--- config.mk ---
export PLATFORM = sky130hd
export DESIGN_NAME = alu_uart_interface
export DESIGN_NICKNAME = d
export VERILOG_FILES = /design/src/rtl/alu_if_pkg.sv /design/src/rtl/alu_if_timeout.sv /design/src/rtl/alu_uart_interface.sv
export SDC_FILE = /design/constraint.sdc
export NUM_CORES = 1
export LEC_CHECK = 0
export ABC_CLOCK_PERIOD_IN_PS = 1900
export CORE_MARGIN = 4
export CORE_UTILIZATION = 44
export CTS_CLUSTER_SIZE = 40
export DETAILED_ROUTE_END_ITERATION = 8
export PLACE_DENSITY = 0.79
export SYNTH_ARGS = -nofsm -noshare
export SYNTH_HDL_FRONTEND = slang
export SYNTH_SLANG_ARGS = --single-unit
--- constraint.sdc ---
create_clock -name i_clock -period 1.9 [get_ports i_clock]
set_input_delay 0.475 -clock i_clock [delete_from_list [all_inputs] [get_ports i_clock]]
set_output_delay 0.475 -clock i_clock [all_outputs]
set_load 0.01 [all_outputs]
--- src/rtl/alu_if_pkg.sv ---
// -----------------------------------------------------------------------------
// alu_if_pkg
// Shared definitions for the UART <-> ALU frame controller:
//   - default widths of the UART byte, ALU opcode and ALU result
//   - result byte-split positions (low byte first, then the high part)
//   - 3-bit state encoding and the FSM state type
//   - ALU opcode constants
// -----------------------------------------------------------------------------
package alu_if_pkg;

    // Default widths
    localparam int NB_DATA_DEF     = 8;
    localparam int NB_OP_DEF       = 6;
    localparam int NB_DATA_OUT_DEF = 9;

    // Result byte split: the low byte goes out first, then the zero-extended
    // upper bits starting at RES_HI_LSB.
    localparam int RES_LO_LSB   = 0;
    localparam int RES_HI_LSB   = NB_DATA_DEF;
    localparam int RES_HI_WIDTH = NB_DATA_OUT_DEF - NB_DATA_DEF;

    // State encoding
    localparam logic [2:0] ST_GET_A   = 3'd0;
    localparam logic [2:0] ST_GET_B   = 3'd1;
    localparam logic [2:0] ST_GET_OP  = 3'd2;
    localparam logic [2:0] ST_EXEC    = 3'd3;
    localparam logic [2:0] ST_SEND_LO = 3'd4;
    localparam logic [2:0] ST_WAIT_LO = 3'd5;
    localparam logic [2:0] ST_SEND_HI = 3'd6;
    localparam logic [2:0] ST_WAIT_HI = 3'd7;

    typedef enum logic [2:0] {
        GET_A   = ST_GET_A,
        GET_B   = ST_GET_B,
        GET_OP  = ST_GET_OP,
        EXEC    = ST_EXEC,
        SEND_LO = ST_SEND_LO,
        WAIT_LO = ST_WAIT_LO,
        SEND_HI = ST_SEND_HI,
        WAIT_HI = ST_WAIT_HI
    } state_t;

    // ALU opcodes
    localparam logic [NB_OP_DEF-1:0] OP_ADD = 6'b100000;
    localparam logic [NB_OP_DEF-1:0] OP_SUB = 6'b100010;
    localparam logic [NB_OP_DEF-1:0] OP_AND = 6'b100100;
    localparam logic [NB_OP_DEF-1:0] OP_OR  = 6'b100101;
    localparam logic [NB_OP_DEF-1:0] OP_XOR = 6'b100110;
    localparam logic [NB_OP_DEF-1:0] OP_SRA = 6'b000011;
    localparam logic [NB_OP_DEF-1:0] OP_SRL = 6'b000010;
    localparam logic [NB_OP_DEF-1:0] OP_NOR = 6'b100111;

endpackage

--- src/rtl/alu_if_timeout.sv ---
// -----------------------------------------------------------------------------
// alu_if_timeout
// Inter-byte idle timer for the frame controller. Only compiled when the
// ALU_IF_TIMEOUT_EN macro is defined; the default build has no counter.
//
// A loadable down-counter: i_load restarts the interval, i_enable lets it
// count down, and o_expired is high while enabled with the count at zero,
// i.e. once TIMEOUT_CYCLES-1 enabled cycles have elapsed since the load.
//
// Ports:
//   i_clock     in   clock, rising edge
//   i_reset_n   in   asynchronous active-low reset
//   i_load      in   restart the interval (an accepted byte)
//   i_enable    in   count this cycle (waiting for the next byte)
//   o_expired   out  interval elapsed
// -----------------------------------------------------------------------------
`ifdef ALU_IF_TIMEOUT_EN
module alu_if_timeout #(
    parameter int unsigned TIMEOUT_CYCLES = 1_000_000
) (
    input  logic i_clock,
    input  logic i_reset_n,
    input  logic i_load,
    input  logic i_enable,
    output logic o_expired
);

    localparam int CNT_W = (TIMEOUT_CYCLES > 1) ? $clog2(TIMEOUT_CYCLES) : 1;
    localparam logic [CNT_W-1:0] LOAD_VAL = CNT_W'(TIMEOUT_CYCLES - 1);

    logic [CNT_W-1:0] count_q;

    always_ff @(posedge i_clock or negedge i_reset_n) begin
        if (!i_reset_n) begin
            count_q <= '0;
        end else if (i_load) begin
            count_q <= LOAD_VAL;
        end else if (i_enable && (count_q != '0)) begin
            count_q <= count_q - CNT_W'(1);
        end
    end

    assign o_expired = i_enable && (count_q == '0);

endmodule
`endif

--- src/rtl/alu_uart_interface.sv ---
// -----------------------------------------------------------------------------
// alu_uart_interface
// Frame controller between the UART byte receiver/transmitter and a
// combinational ALU. Collects operand A, operand B and the opcode from three
// received bytes, lets the ALU settle for one cycle, then sends the result
// back as two bytes (low byte first) using the transmitter start/done
// handshake. Bytes received while a frame is executing or being sent are
// dropped and flagged on o_overrun.
//
// Optional feature: define ALU_IF_TIMEOUT_EN to abort a partial frame after
// TIMEOUT_CYCLES idle cycles in GET_B/GET_OP (o_timeout pulses). Without it
// the block waits indefinitely and o_timeout stays 0.
//
// Ports:
//   i_clock        in   clock, rising edge
//   i_reset_n      in   asynchronous active-low reset
//   i_rx_data      in   received byte, valid with i_rx_done
//   i_rx_done      in   one-cycle pulse, byte available
//   o_alu_data_a   out  operand A (registered)
//   o_alu_data_b   out  operand B (registered)
//   o_alu_code     out  opcode (registered)
//   i_alu_result   in   combinational ALU result
//   o_tx_data      out  byte to transmit, stable from o_tx_start to i_tx_done
//   o_tx_start     out  one-cycle pulse, start transmission
//   i_tx_done      in   one-cycle pulse, transmitter finished a byte
//   o_busy         out  high in every state except GET_A
//   o_overrun      out  one-cycle pulse, a received byte was dropped
//   o_timeout      out  one-cycle pulse, partial frame aborted
// -----------------------------------------------------------------------------
module alu_uart_interface
    import alu_if_pkg::*;
#(
    parameter int          NB_DATA        = NB_DATA_DEF,
    parameter int          NB_OP          = NB_OP_DEF,
    parameter int          NB_DATA_OUT    = NB_DATA_OUT_DEF,
    parameter int unsigned TIMEOUT_CYCLES = 1_000_000
) (
    input  logic                   i_clock,
    input  logic                   i_reset_n,
    input  logic [NB_DATA-1:0]     i_rx_data,
    input  logic                   i_rx_done,
    output logic [NB_DATA-1:0]     o_alu_data_a,
    output logic [NB_DATA-1:0]     o_alu_data_b,
    output logic [NB_OP-1:0]       o_alu_code,
    input  logic [NB_DATA_OUT-1:0] i_alu_result,
    output logic [NB_DATA-1:0]     o_tx_data,
    output logic                   o_tx_start,
    input  logic                   i_tx_done,
    output logic                   o_busy,
    output logic                   o_overrun,
    output logic                   o_timeout
);

    localparam int NB_HI = NB_DATA_OUT - NB_DATA;

    // Elaboration-time parameter sanity checks
    if (!((NB_DATA < NB_DATA_OUT) && (NB_DATA_OUT <= 2 * NB_DATA))) begin : g_bad_widths
        $error("alu_uart_interface: NB_DATA_OUT must satisfy NB_DATA < NB_DATA_OUT <= 2*NB_DATA");
    end
    if (NB_OP > NB_DATA) begin : g_bad_op_width
        $error("alu_uart_interface: NB_OP must not exceed NB_DATA");
    end
    if (TIMEOUT_CYCLES < 2) begin : g_bad_timeout
        $error("alu_uart_interface: TIMEOUT_CYCLES must be at least 2");
    end

    state_t           state;
    // The low result byte is loaded straight into o_tx_data in EXEC, so only
    // the upper part of the result has to be held until the second byte.
    logic [NB_HI-1:0] result_hi_q;
    logic             timeout_hit;

`ifdef ALU_IF_TIMEOUT_EN
    logic to_load;
    logic to_enable;

    // Restart on each accepted byte that leads into GET_B/GET_OP; count only
    // on idle cycles while a frame is partially received.
    assign to_load   = i_rx_done && ((state == GET_A) || (state == GET_B));
    assign to_enable = !i_rx_done && ((state == GET_B) || (state == GET_OP));

    alu_if_timeout #(
        .TIMEOUT_CYCLES (TIMEOUT_CYCLES)
    ) u_timeout (
        .i_clock   (i_clock),
        .i_reset_n (i_reset_n),
        .i_load    (to_load),
        .i_enable  (to_enable),
        .o_expired (timeout_hit)
    );
`else
    assign timeout_hit = 1'b0;
`endif

    // NOTE: every register here uses non-blocking assignment so all updates
    // within the edge see the pre-edge state; pulse outputs get a default of
    // 0 at the top of the block and a branch raises them for one cycle.
    always_ff @(posedge i_clock or negedge i_reset_n) begin
        if (!i_reset_n) begin
            state        <= GET_A;
            o_alu_data_a <= '0;
            o_alu_data_b <= '0;
            o_alu_code   <= '0;
            result_hi_q  <= '0;
            o_tx_data    <= '0;
            o_tx_start   <= 1'b0;
            o_busy       <= 1'b0;
            o_overrun    <= 1'b0;
            o_timeout    <= 1'b0;
        end else begin
            o_tx_start <= 1'b0;
            o_overrun  <= 1'b0;
            o_timeout  <= 1'b0;

            case (state)
                GET_A: begin
                    if (i_rx_done) begin
                        o_alu_data_a <= i_rx_data;
                        o_busy       <= 1'b1;
                        state        <= GET_B;
                    end
                end

                GET_B: begin
                    if (i_rx_done) begin
                        o_alu_data_b <= i_rx_data;
                        state        <= GET_OP;
                    end else if (timeout_hit) begin
                        o_busy    <= 1'b0;
                        o_timeout <= 1'b1;
                        state     <= GET_A;
                    end
                end

                GET_OP: begin
                    if (i_rx_done) begin
                        o_alu_code <= i_rx_data[NB_OP-1:0];
                        state      <= EXEC;
                    end else if (timeout_hit) begin
                        o_busy    <= 1'b0;
                        o_timeout <= 1'b1;
                        state     <= GET_A;
                    end
                end

                // ALU inputs have been stable for this whole cycle.
                EXEC: begin
                    result_hi_q <= i_alu_result[NB_DATA_OUT-1:NB_DATA];
                    o_tx_data   <= i_alu_result[NB_DATA-1:0];
                    o_tx_start  <= 1'b1;
                    state       <= SEND_LO;
                end

                SEND_LO: state <= WAIT_LO;

                WAIT_LO: begin
                    if (i_tx_done) begin
                        o_tx_data  <= NB_DATA'(result_hi_q);
                        o_tx_start <= 1'b1;
                        state      <= SEND_HI;
                    end
                end

                SEND_HI: state <= WAIT_HI;

                WAIT_HI: begin
                    if (i_tx_done) begin
                        o_busy <= 1'b0;
                        state  <= GET_A;
                    end
                end

                default: begin
                    o_busy <= 1'b0;
                    state  <= GET_A;
                end
            endcase

            // Any byte arriving outside the GET_* states is dropped.
            if (i_rx_done && !((state == GET_A) || (state == GET_B) || (state == GET_OP))) begin
                o_overrun <= 1'b1;
            end
        end
    end

endmodule

==> flow_summary.toml <==
[synthesis]
syn_inst = 103
synthTopCellsByArea = "dfrtp_1 61%, mux2_2 18%, a22o_1 4.0%"
synth_warnings = 0
syn-num-nets = 128
synth_area_leader_cell = "dfrtp_1"
synth.distinct_cells = 26
avgSynthCellArea_um2 = 14.8
ys_seq_elements = 37
yosys.area.top_type_share_pct = 60.6
synthesis.area_um2 = 1530
ys_seq_area_share_pct = 60.6

[global_route]
use_met2_pct = 24.1
antenna_found_initial = 0
gr-total-overflow = 0
grt_pass1_vias = 1117
met3_usage_pct = 7.76
met1_usage_pct = 18.4
grt_use_total_pct = 15.8
grt-busiest-layer = "met2"
grt_pass1_wl_um = 5060
grt_max_degree = 38

[setup_path]
r2r_cells = 5
startpoint = "o_alu_data_a[1]"
worstPathMaxFanout = 2
crit_required_ns = 1.42
reg2reg_slack_ns = 0.20
reg2reg_to = "state[1]"
cp_top_family = "buffers and inverters"
r2r_start = "state[0]"
cp-start-kind = "flop"
worstPathBufferInverterCount = 1
slowest_delay_ns = 0.55
cp.depth = 1
end_kind = "primary output"
path_class = "reg -> out"
cp_cell_sequence = "clkdlybuf4s50_1"
critPathArrivalTime_ns = 1.26
cp_slowest_cell = "clkdlybuf4s50_1"
crit_path_end = "o_alu_data_a[1]"

[sta]
hold_viol_final = 0
finalClockSkew_ns = 0.0117
setup_violations = 0
rsz0062_at_grt = "false"
holdWs_ns = 0.481
slew_viol_final = 0
max_freq_mhz = 575
fin_crit_sh_pct = 91.5
period_minus_slack_ns = 1.74

[clocking]
hold_buffers = 0
cts_tree = "built"
clk_latency_ns = 0.33
numCtsBuffers = 5
cts_num_sinks = 37
cts_root_buf = "clkbuf_4"
cts_buffer_depth = 2
cts.htree.levels = 2
cts_setup_buffers = 0
clk_pin_slew_worst_paths_ns = 0.11
ctsResizeCount = 0

[min_path]
hold_class = "reg -> reg"

[placed_design]
dpl.cell_count = 203
gp_congestion = 0.730
dp_hpwl_um = 2340
port_buffers = 53

[floorplanning]
core_um2 = 3340
chipHeight_um = 67.0
io_pins = 55
num_rows = 21
die_w_um = 67.0
dieArea_um2 = 4480
start_util_pct = 45.8

[route]
drtAntennaViolNets = 0
wl_per_cell_um = 15.3
drt_iter0_drc = 20
vias = 1052
drc_errors = 0
first_pass_iters = 2
via_per_inst = 5.01
wl_um = 3210

[finish]
nets = 189
antenna_cells = 0
mostFrequentLayoutCells = "53 x clkdlybuf4s50_1, 37 x dfrtp_1, 24 x mux2_2"
area_growth_pct = 43.9
layout.cells.non_filler = 210
drive_gt1_share_pct = 25.6
final_common_cell = "clkdlybuf4s50_1"

[power]
p_per_area_nw_per_um2 = 1740
peakVddDrop_mv = 0.812
power_leakage_nw = 0.968

[job]
cap_viol_max_count = 0

[run_status]
outcome = "finished, final reports clean"
sequential cells by signal (all words and copies together), names as in the netlist:
name	flops
o_overrun	1
o_busy	1
result_hi_q	1
o_tx_data	8
o_alu_data_a	8
o_alu_data_b	8
state	3
o_alu_code	6
o_tx_start	1
cells in the mapped netlist:
master     n
dfrtp_1   37
mux2_2    24
a22o_1     7
ha_1       4
nand2_1    4
inv_1      3
buf_4      2
nand2_2    2
nand2b_1   2
o21ai_0    2
a211o_1    1
a21bo_2    1
a31oi_4    1
buf_2      1
conb_1     1
mux2_1     1
mux2_4     1
nand3_1    1
nor2_1     1
nor2b_1    1
nor2b_4    1
nor3_1     1
nor3_2     1
o21a_1     1
o22a_1     1
o32a_1     1
report_power, final:
group	internal [mW]	total, mW	switching, mW	leakage [nW]
registers	1.18	1.42	0.237	0.446
logic	1.16	1.90	0.738	0.481
clock network	0.268	0.514	0.246	0.0410
worst min-delay path by stage:
stage,cells after the start,endpoint,from
2_1_floorplan,0,o_alu_code[0],i_reset_n
3_3_place_gp,2,o_busy,o_busy
3_5_place_dp,2,o_busy,o_busy
4_1_cts,2,o_busy,o_busy
5_1_grt,2,o_busy,o_busy
6_report,2,o_busy,o_busy
stage by stage:
stage	TNS, ns	power (mW)	instance area [um2]	worst slack [ns]	util [%]
floorplan	0	2.38	1530	0.297	-
global placement	0	3.28	2130	0.00494	63.7
detailed placement	-0.165	3.34	2130	-0.0353	63.7
CTS	0	3.87	2200	0.141	65.9
global route	0	4.08	2200	0.0784	65.9
finish	0	3.83	2200	0.161	65.9
cell type report:
| class | count | area (um2) |
|---|---|---|
| well taps | 46 | 57.6 |
| fillers | 257 | 1140 |
| inverters | 3 | 11.3 |
| multi-input cells | 60 | 572 |
| repair buffers | 57 | 561 |
| clock inverters | 2 | 35.0 |
| clock buffers | 5 | 37.5 |
| flip-flops and latches | 37 | 926 |
routing by layer:
| layer | vias up | wire (um) |
|---|---|---|
| met5 | - | 0 |
| met4 | 0 | 57 |
| met3 | 8 | 349 |
| met2 | 50 | 1490 |
| met1 | 508 | 1320 |
| li1 | 486 | - |
cell families (layout without fill, tap and decap cells):
group / count (synthesis) / in the layout / share of synthesized area (%)
flip-flops: 37 / 37 / 60.6
adder cells (fa/ha/maj): 4 / 4 / 3.27
AND/OR/NAND/NOR: 14 / 14 / 5.48
buffers and inverters: 6 / 67 / 2.05
AO/OA/AOI/OAI: 15 / 15 / 9.00
other: 1 / 1 / 0.245
multiplexers: 26 / 26 / 19.4
Note: power is estimated with default switching activity, not from simulation.
